### src/rtl/uart_rx.sv
// 8N1 UART receiver with OVERSAMPLE x clock, FIFO put/full write port and rts throttle.
// Define UART_RX_MAJORITY_EN for 2-of-3 voting around each sample point (decision one clock later).
module uart_rx #(
  parameter int OVERSAMPLE = 16
) (
  input  logic       reset,
  input  logic       clock,
  input  logic       rx,
  output logic [7:0] out,
  output logic       put,
  input  logic       full,
  output logic       rts,
  output logic       ferr,
  output logic       ovr
);

  localparam int TW = $clog2(OVERSAMPLE);
  localparam logic [TW-1:0] MID  = TW'(OVERSAMPLE / 2 - 1);
  localparam logic [TW-1:0] LAST = TW'(OVERSAMPLE - 1);

  typedef enum logic [2:0] {
    IDLE,
    START,
    DATA,
    STOP,
    BREAK
  } state_t;

  state_t        state_reg, state_next;
  logic [TW-1:0] tick_reg, tick_next;
  logic [2:0]    bit_cnt_reg, bit_cnt_next;
  logic [7:0]    shift_reg, shift_next;
  logic [7:0]    out_next;
  logic          put_next, ferr_next, ovr_next;
  logic          rx_meta_reg, rx_s;
  logic          sample_pt, sample_val;

  // Synchroniser resets to the idle-high line level so no false start follows reset.
  always_ff @(posedge clock or posedge reset) begin
    if (reset) begin
      rx_meta_reg <= 1'b1;
      rx_s        <= 1'b1;
    end else begin
      rx_meta_reg <= rx;
      rx_s        <= rx_meta_reg;
    end
  end

`ifdef UART_RX_MAJORITY_EN
  localparam logic [TW-1:0] SAMPLE_TICK = MID + TW'(1);
  logic vote_a_reg, vote_b_reg;

  // Votes at mid-1 and mid are held; the third vote is the live rx_s at mid+1.
  always_ff @(posedge clock or posedge reset) begin
    if (reset) begin
      vote_a_reg <= 1'b1;
      vote_b_reg <= 1'b1;
    end else begin
      if (tick_reg == MID - TW'(1)) vote_a_reg <= rx_s;
      if (tick_reg == MID)          vote_b_reg <= rx_s;
    end
  end

  assign sample_val = (vote_a_reg & vote_b_reg) | (vote_a_reg & rx_s) | (vote_b_reg & rx_s);
`else
  localparam logic [TW-1:0] SAMPLE_TICK = MID;
  assign sample_val = rx_s;
`endif

  assign sample_pt = (tick_reg == SAMPLE_TICK);

  always_ff @(posedge clock or posedge reset) begin
    if (reset) begin
      state_reg   <= IDLE;
      tick_reg    <= '0;
      bit_cnt_reg <= '0;
      shift_reg   <= '0;
      out         <= '0;
      put         <= 1'b0;
      ferr        <= 1'b0;
      ovr         <= 1'b0;
      rts         <= 1'b0;
    end else begin
      state_reg   <= state_next;
      tick_reg    <= tick_next;
      bit_cnt_reg <= bit_cnt_next;
      shift_reg   <= shift_next;
      out         <= out_next;
      put         <= put_next;
      ferr        <= ferr_next;
      ovr         <= ovr_next;
      rts         <= full;
    end
  end

  always_comb begin
    state_next   = state_reg;
    tick_next    = tick_reg;
    bit_cnt_next = bit_cnt_reg;
    shift_next   = shift_reg;
    out_next     = out;
    put_next     = 1'b0;
    ferr_next    = 1'b0;
    ovr_next     = 1'b0;

    case (state_reg)
      IDLE: begin
        tick_next    = '0;
        bit_cnt_next = '0;
        if (!rx_s) state_next = START;
      end

      START: begin
        tick_next = tick_reg + TW'(1);
        if (sample_pt && sample_val) begin
          state_next = IDLE;
          tick_next  = '0;
        end else if (tick_reg == LAST) begin
          // tick wraps to 0 here, so DATA begins on a bit boundary.
          state_next   = DATA;
          bit_cnt_next = '0;
        end
      end

      DATA: begin
        tick_next = tick_reg + TW'(1);
        if (sample_pt) shift_next = {sample_val, shift_reg[7:1]};
        if (tick_reg == LAST) begin
          if (bit_cnt_reg == 3'd7) state_next = STOP;
          else                     bit_cnt_next = bit_cnt_reg + 3'd1;
        end
      end

      STOP: begin
        tick_next = tick_reg + TW'(1);
        if (sample_pt) begin
          tick_next = '0;
          if (sample_val) begin
            // Leave immediately so a start edge in the rest of the stop bit is caught.
            state_next = IDLE;
            if (full) begin
              ovr_next = 1'b1;
            end else begin
              put_next = 1'b1;
              out_next = shift_reg;
            end
          end else begin
            ferr_next  = 1'b1;
            state_next = BREAK;
          end
        end
      end

      BREAK: begin
        tick_next = '0;
        if (rx_s) state_next = IDLE;
      end

      default: begin
        state_next = IDLE;
        tick_next  = '0;
      end
    endcase
  end

endmodule
### config.mk
export PLATFORM = sky130hd
export DESIGN_NAME = uart_rx
export DESIGN_NICKNAME = d
export VERILOG_FILES = /design/src/rtl/uart_rx.sv
export SDC_FILE = /design/constraint.sdc
export NUM_CORES = 1
export LEC_CHECK = 0
export CORE_AREA = 2 2 55 57
export CTS_BUF_LIST = sky130_fd_sc_hd__clkbuf_4 sky130_fd_sc_hd__clkbuf_8 sky130_fd_sc_hd__clkbuf_16
export CTS_CLUSTER_SIZE = 40
export DETAILED_ROUTE_END_ITERATION = 12
export DIE_AREA = 0 0 57 59
export GPL_ROUTABILITY_DRIVEN = 1
export PLACE_DENSITY_LB_ADDON = 0.1
export SLEW_MARGIN = 20
export SYNTH_ARGS = -nofsm -noshare
export SYNTH_HDL_FRONTEND = slang
export SYNTH_SLANG_ARGS = --single-unit
### constraint.sdc
create_clock -name clock -period 1.9 [get_ports clock]
set_input_delay 0.19 -clock clock [delete_from_list [all_inputs] [get_ports clock]]
set_output_delay 0.19 -clock clock [all_outputs]
set_load 0.005 [all_outputs]
After elaboration in Yosys (flattened, before gate mapping)
Index checks and enable logic that the tools add are counted.
{"block": "op_classes", "reduce_logical": 7, "bitwise": 1, "n_addsub": 2, "eq_ne": 16, "mux": 28}
{"operator": "3-bit 2-to-1 mux", "count": 12}
{"operator": "2-bit != test (second input constant)", "count": 8}
{"operator": "3-bit case mux with 5 select lines", "count": 1}
{"operator": "4-bit case mux with 3 select lines", "count": 1}
{"operator": "1-bit 2-to-1 mux", "count": 11}
{"operator": "3-bit case mux with 3 select lines", "count": 1}
{"operator": "4-bit 2-to-1 mux", "count": 2}
{"operator": "3-bit by 2-bit == test with 1-bit output (second input constant)", "count": 2}
{"operator": "3-bit == test (second input constant)", "count": 2}
{"operator": "6-bit AND reduction", "count": 1}
{"operator": "5-bit AND reduction", "count": 1}
{"operator": "4-bit by 1-bit adder with 4-bit output (second input constant)", "count": 1}
{"operator": "4-bit by 3-bit == test with 1-bit output (second input constant)", "count": 1}
{"operator": "4-bit == test (second input constant)", "count": 1}
{"operator": "4-bit AND reduction", "count": 1}
{"operator": "3-bit by 1-bit adder with 3-bit output (second input constant)", "count": 1}
{"operator": "3-bit by 1-bit == test with 1-bit output (second input constant)", "count": 1}
{"operator": "3-bit logical NOT", "count": 1}
{"operator": "3-bit != test (second input constant)", "count": 1}
{"operator": "3-bit nonzero test", "count": 1}
{"operator": "2-bit AND reduction", "count": 1}
{"operator": "1-bit logical AND", "count": 1}
{"operator": "1-bit NOT", "count": 1}
{"block": "word_totals", "out_inout_bits": 12, "word_cells": 65, "ff_bits": 32, "input_bits": 4}

Depth between registers and ports, before layout
Gate-level depths: netlist (run 1).
{"block": "logic_depth", "ltp_word": 4, "depth_mapped": 5}

Least setup slack after synthesis (run 1)
No wires, ideal clock.
{"block": "synth_timing", "path_type": "register to register", "start": "reg tick_reg[0]", "end": "reg out[0]", "t_arrival_ns": 1.369, "path_stages_with_launch": 5, "period_less_slack_ns": 1.494, "required_time_ns": 1.775, "setup_slack_ns": 0.406, "cell_sequence": "dfrtp_1 -> ha_1 -> and4b_2 -> nand4b_4 -> mux2_2"}
{"block": "synth_between", "elab_chain_len": 2}
{"element": "from (decl)", "line": "30", "text": "logic [TW-1:0] tick_reg, tick_next;"}
{"element": "from (signal assigned)", "line": "85", "text": "tick_reg <= tick_next;"}
{"element": "4-bit by 3-bit == test with 1-bit output", "line": "70", "text": "assign sample_pt = (tick_reg == SAMPLE_TICK);"}
{"element": "4-bit AND reduction (no source line)"}
{"element": "to (signal assigned)", "line": "88", "text": "out <= out_next;"}
{"element": "to (decl)", "line": "9", "text": "output logic [7:0] out,"}
No other way between the ends.
A chain may end at the register's enable or synchronous reset.

Worst setup path in the final report (run 1)
{"block": "layout_timing", "start": "reg bit_cnt_reg[0]", "end": "reg bit_cnt_reg[1]"}
{"block": "layout_between", "elab_chain_len": 4}
{"element": "from (decl)", "line": "31", "text": "logic [2:0] bit_cnt_reg, bit_cnt_next;"}
{"element": "from (signal assigned)", "line": "86", "text": "bit_cnt_reg <= bit_cnt_next;"}
{"element": "3-bit by 1-bit adder with 3-bit output", "line": "130", "text": "else bit_cnt_next = bit_cnt_reg + 3'd1;"}
{"element": "3-bit 2-to-1 mux", "line": "129", "text": "if (bit_cnt_reg == 3'd7) state_next = STOP;"}
{"element": "3-bit 2-to-1 mux", "line": "128", "text": "if (tick_reg == LAST) begin"}
{"element": "3-bit case mux with 3 select lines", "line": "106", "text": "case (state_reg)"}
Parallel ways exist; a longest one is shown, timed or not. The select of a mux whose other input is x is not followed.

==> results of run 1 <==
[cell families after synthesis]
kind of cell | count (synthesis) | share of synthesized area, %
buffers and inverters | 6 | 2.51
AO/OA/AOI/OAI | 9 | 4.55
multiplexers | 20 | 16.4
AND/OR/NAND/NOR | 29 | 12.8
adder cells (fa/ha/maj) | 3 | 2.79
XOR/XNOR | 2 | 1.30
flip-flops | 32 | 59.7
[cells in the mapped netlist (all sizes together), types with 2 or more instances]
master   n  area share (%)
nand2    5             1.6
dfrtp   30              56
nor2     9             2.5
o21ai    3             1.1
clkbuf   2            0.56
dfstp    2             3.9
and4b    2             1.6
nor3     3             1.1
mux2    16              13
nand4b   2             2.4
nand3    3             1.1
ha       3             2.8
buf      2             1.4
mux2i    4             3.0
inv      2            0.56
[worst max-delay path: stages, from the launching register on]
cell	delay, ns
dfrtp_1	0.41
ha_1	0.21
ha_1	0.20
nand4b_1	0.17
a21boi_1	0.39
mux2i_1	0.22
[report_power, final]
part           total, mW  internal, mW  switching, mW  leakage, nW
clock              0.511         0.290          0.221       0.0456
combinational      0.366         0.174          0.192        0.349
sequential         0.876         0.773          0.103        0.425
total               1.75          1.24          0.516        0.819
[per-layer routing]
layer  track usage [%]  share of wire [%]  vias up
met5                 0                  0        -
met3              6.55                5.7        7
met1              21.0                 50      398
met4              8.97                2.7        0
met2              20.0                 42       17
li1                  -                  -      400
[stage by stage]
step	std cells	total power, mW
finish	154	1.75
global route	154	1.87
CTS	154	1.79
detailed placement	146	1.26
global placement	146	1.24
floorplan	101	1.18
[worst max path at each step]
stage | start | to | slack (ns) | depth (start not counted)
after floorplan | tick_reg[0] | out[0] | 0.41 | 4
after global placement | bit_cnt_reg[0] | bit_cnt_reg[2] | 0.25 | 5
after detailed placement | bit_cnt_reg[0] | bit_cnt_reg[2] | 0.27 | 5
after CTS | bit_cnt_reg[0] | bit_cnt_reg[2] | 0.23 | 5
after global routing | bit_cnt_reg[0] | bit_cnt_reg[2] | 0.15 | 5
final | bit_cnt_reg[0] | bit_cnt_reg[1] | 0.23 | 5
[final cells by class]
type                       count  area share, %
clock buffer                   6           2.77
clock inverter                 2           2.16
inverter                       2          0.462
multi-input combinational     63           31.4
sequential                    32           49.5
tap                           31           2.39
timing repair buffer          18           11.4
==> impl_metrics.csv, run 1 <==
group,metric,value,unit
finish,regArea,803,µm²
sta,relSlewSlack,71.9,%
finish,fill_cells,234,
finish,final_cell_area,1620,µm²
placed_design,numPortBuffers,15,
finish,area_growth,20.6,%
min_path,hold_path.class,"input pin to async pin",
synth,ys_types,32,
synth,ys_warn_count,0,
synth,synth_enable_flop_cells,0,
setup_path,ff2ff_setup_slack,0.23,ns
clocking,clock_sinks,32,
setup_path,arrival,1.92,ns
clocking,clockRootBuffer,"clkbuf_4",
floorplan,initial_core_util,49.7,%
sta,worst_slew_pin_slew,0.420,ns
sta,fin_crit_sh,87.6,%
routing,num_vias,822,
floorplan,io_pins,16,
synth,avgSynthCellArea,13.3,µm²
routing,wl,2.10,mm
finish,multiInputGateArea,509,µm²
placed_design,gp_congestion,0.724,
sta,hold_violations,0,
routing,via_per_inst,5.34,
routing,wl_per_cell,13.7,µm
global_route,grt_overflow,0,
sta,grt_setup_unrepaired,"no",
clocking,htreeDepth,2,
global_route,grt_pass1_wl,3.72,mm
clocking,cts_hold_buf,0,
floorplan,chipWidth,57,µm
global_route,grt_use_total,15.3,%
setup_path,startpoint_type,"flip-flop",
finish,layout.nets,129,
power,powerDensity,1080,nW/µm²
global_route,grt_pass1_vias,782,
setup_path,worst-setup-path-type,"flip-flop to flip-flop",
routing,drt-initial-drc-count,10,
floorplan,placementRows,19,
synth,synthArstFlopShare,100,%
sta,drv_slew,0,
power,vdd_ir_drop_max,0.000811,V
synth,synth_nets,108,
synth,synth_seq_area_share,59.7,%
status,outcome,"complete, no violations",
floorplan,core,2710,µm²
routing,detail-route-antenna-nets,0,
clocking,clkTransAtPathRegs,0.09,ns
sta,setup_viol,0,
synth,synth-main-ff-cell,"dfrtp_1",
floorplan,die_area,3360,µm²
clocking,numCtsBuffers,5,
global_route,grt_max_degree,17,
clocking,cts_resized,0,
sta,fin_tns_setup,0,ns
global_route,antenna_found_initial,0,
power,p_leak,0.819,nW
clocking,postCtsSetupRepairBufs,0,
synth,synth_seq_cells,32,
routing,drt_pass1_iterations,2,
setup_path,crit_required,2.16,ns
job,max_cap_violations,0,
setup_path,r2r_cells,5,
setup_path,endpoint_kind,"flip-flop",
sta,post-route-min-period,1.67,ns
clocking,worstSkewPairLatency,0.33,ns
placed_design,placed_cell_area,1540,µm²
placed_design,dp_hpwl,1.47,mm
sta,fmax,0.601,GHz
synth,synthesis.area,1350,µm²
setup_path,reg2reg_to,"bit_cnt_reg[1]",
sta,skew,0.00697,ns
synth,netlist_instances,101,
finish,num_antenna_cells,0,
routing,route.detailed.drc,0,
setup_path,path_max_fanout,3,
finish,layout_common_cells,"dfrtp_1, mux2_2, clkdlybuf4s50_1",
placed_design,dp_slack,0.269,ns
floorplan,chipHeight,59,µm
finish,utilization,59.9,%
sta,fin_ws,0.235,ns
sta,whs,0.0605,ns
clocking,cts_buffer_depth,2,
finish,final_common_cell,"dfrtp_1",
setup_path,r2r-start,"bit_cnt_reg[0]",
clocking,tritoncts,"yes",
finish,drive_gt1_share,27.6,%
Note: power is estimated with default switching activity, not from simulation.
==> run 2, diff against run 1 <==
--- a/config.mk
+++ b/config.mk
@@ -5,6 +5,7 @@
 export SDC_FILE = /design/constraint.sdc
 export NUM_CORES = 1
 export LEC_CHECK = 0
+export CAP_MARGIN = 25
 export CORE_AREA = 2 2 55 57
 export CTS_BUF_LIST = sky130_fd_sc_hd__clkbuf_4 sky130_fd_sc_hd__clkbuf_8 sky130_fd_sc_hd__clkbuf_16
 export CTS_CLUSTER_SIZE = 40
@@ -16,3 +17,4 @@
 export SYNTH_ARGS = -nofsm -noshare
 export SYNTH_HDL_FRONTEND = slang
 export SYNTH_SLANG_ARGS = --single-unit
+export TNS_END_PERCENT = 20
==> results of run 2 <==
Final layout, timing and power as in run 1 (identical DEF).
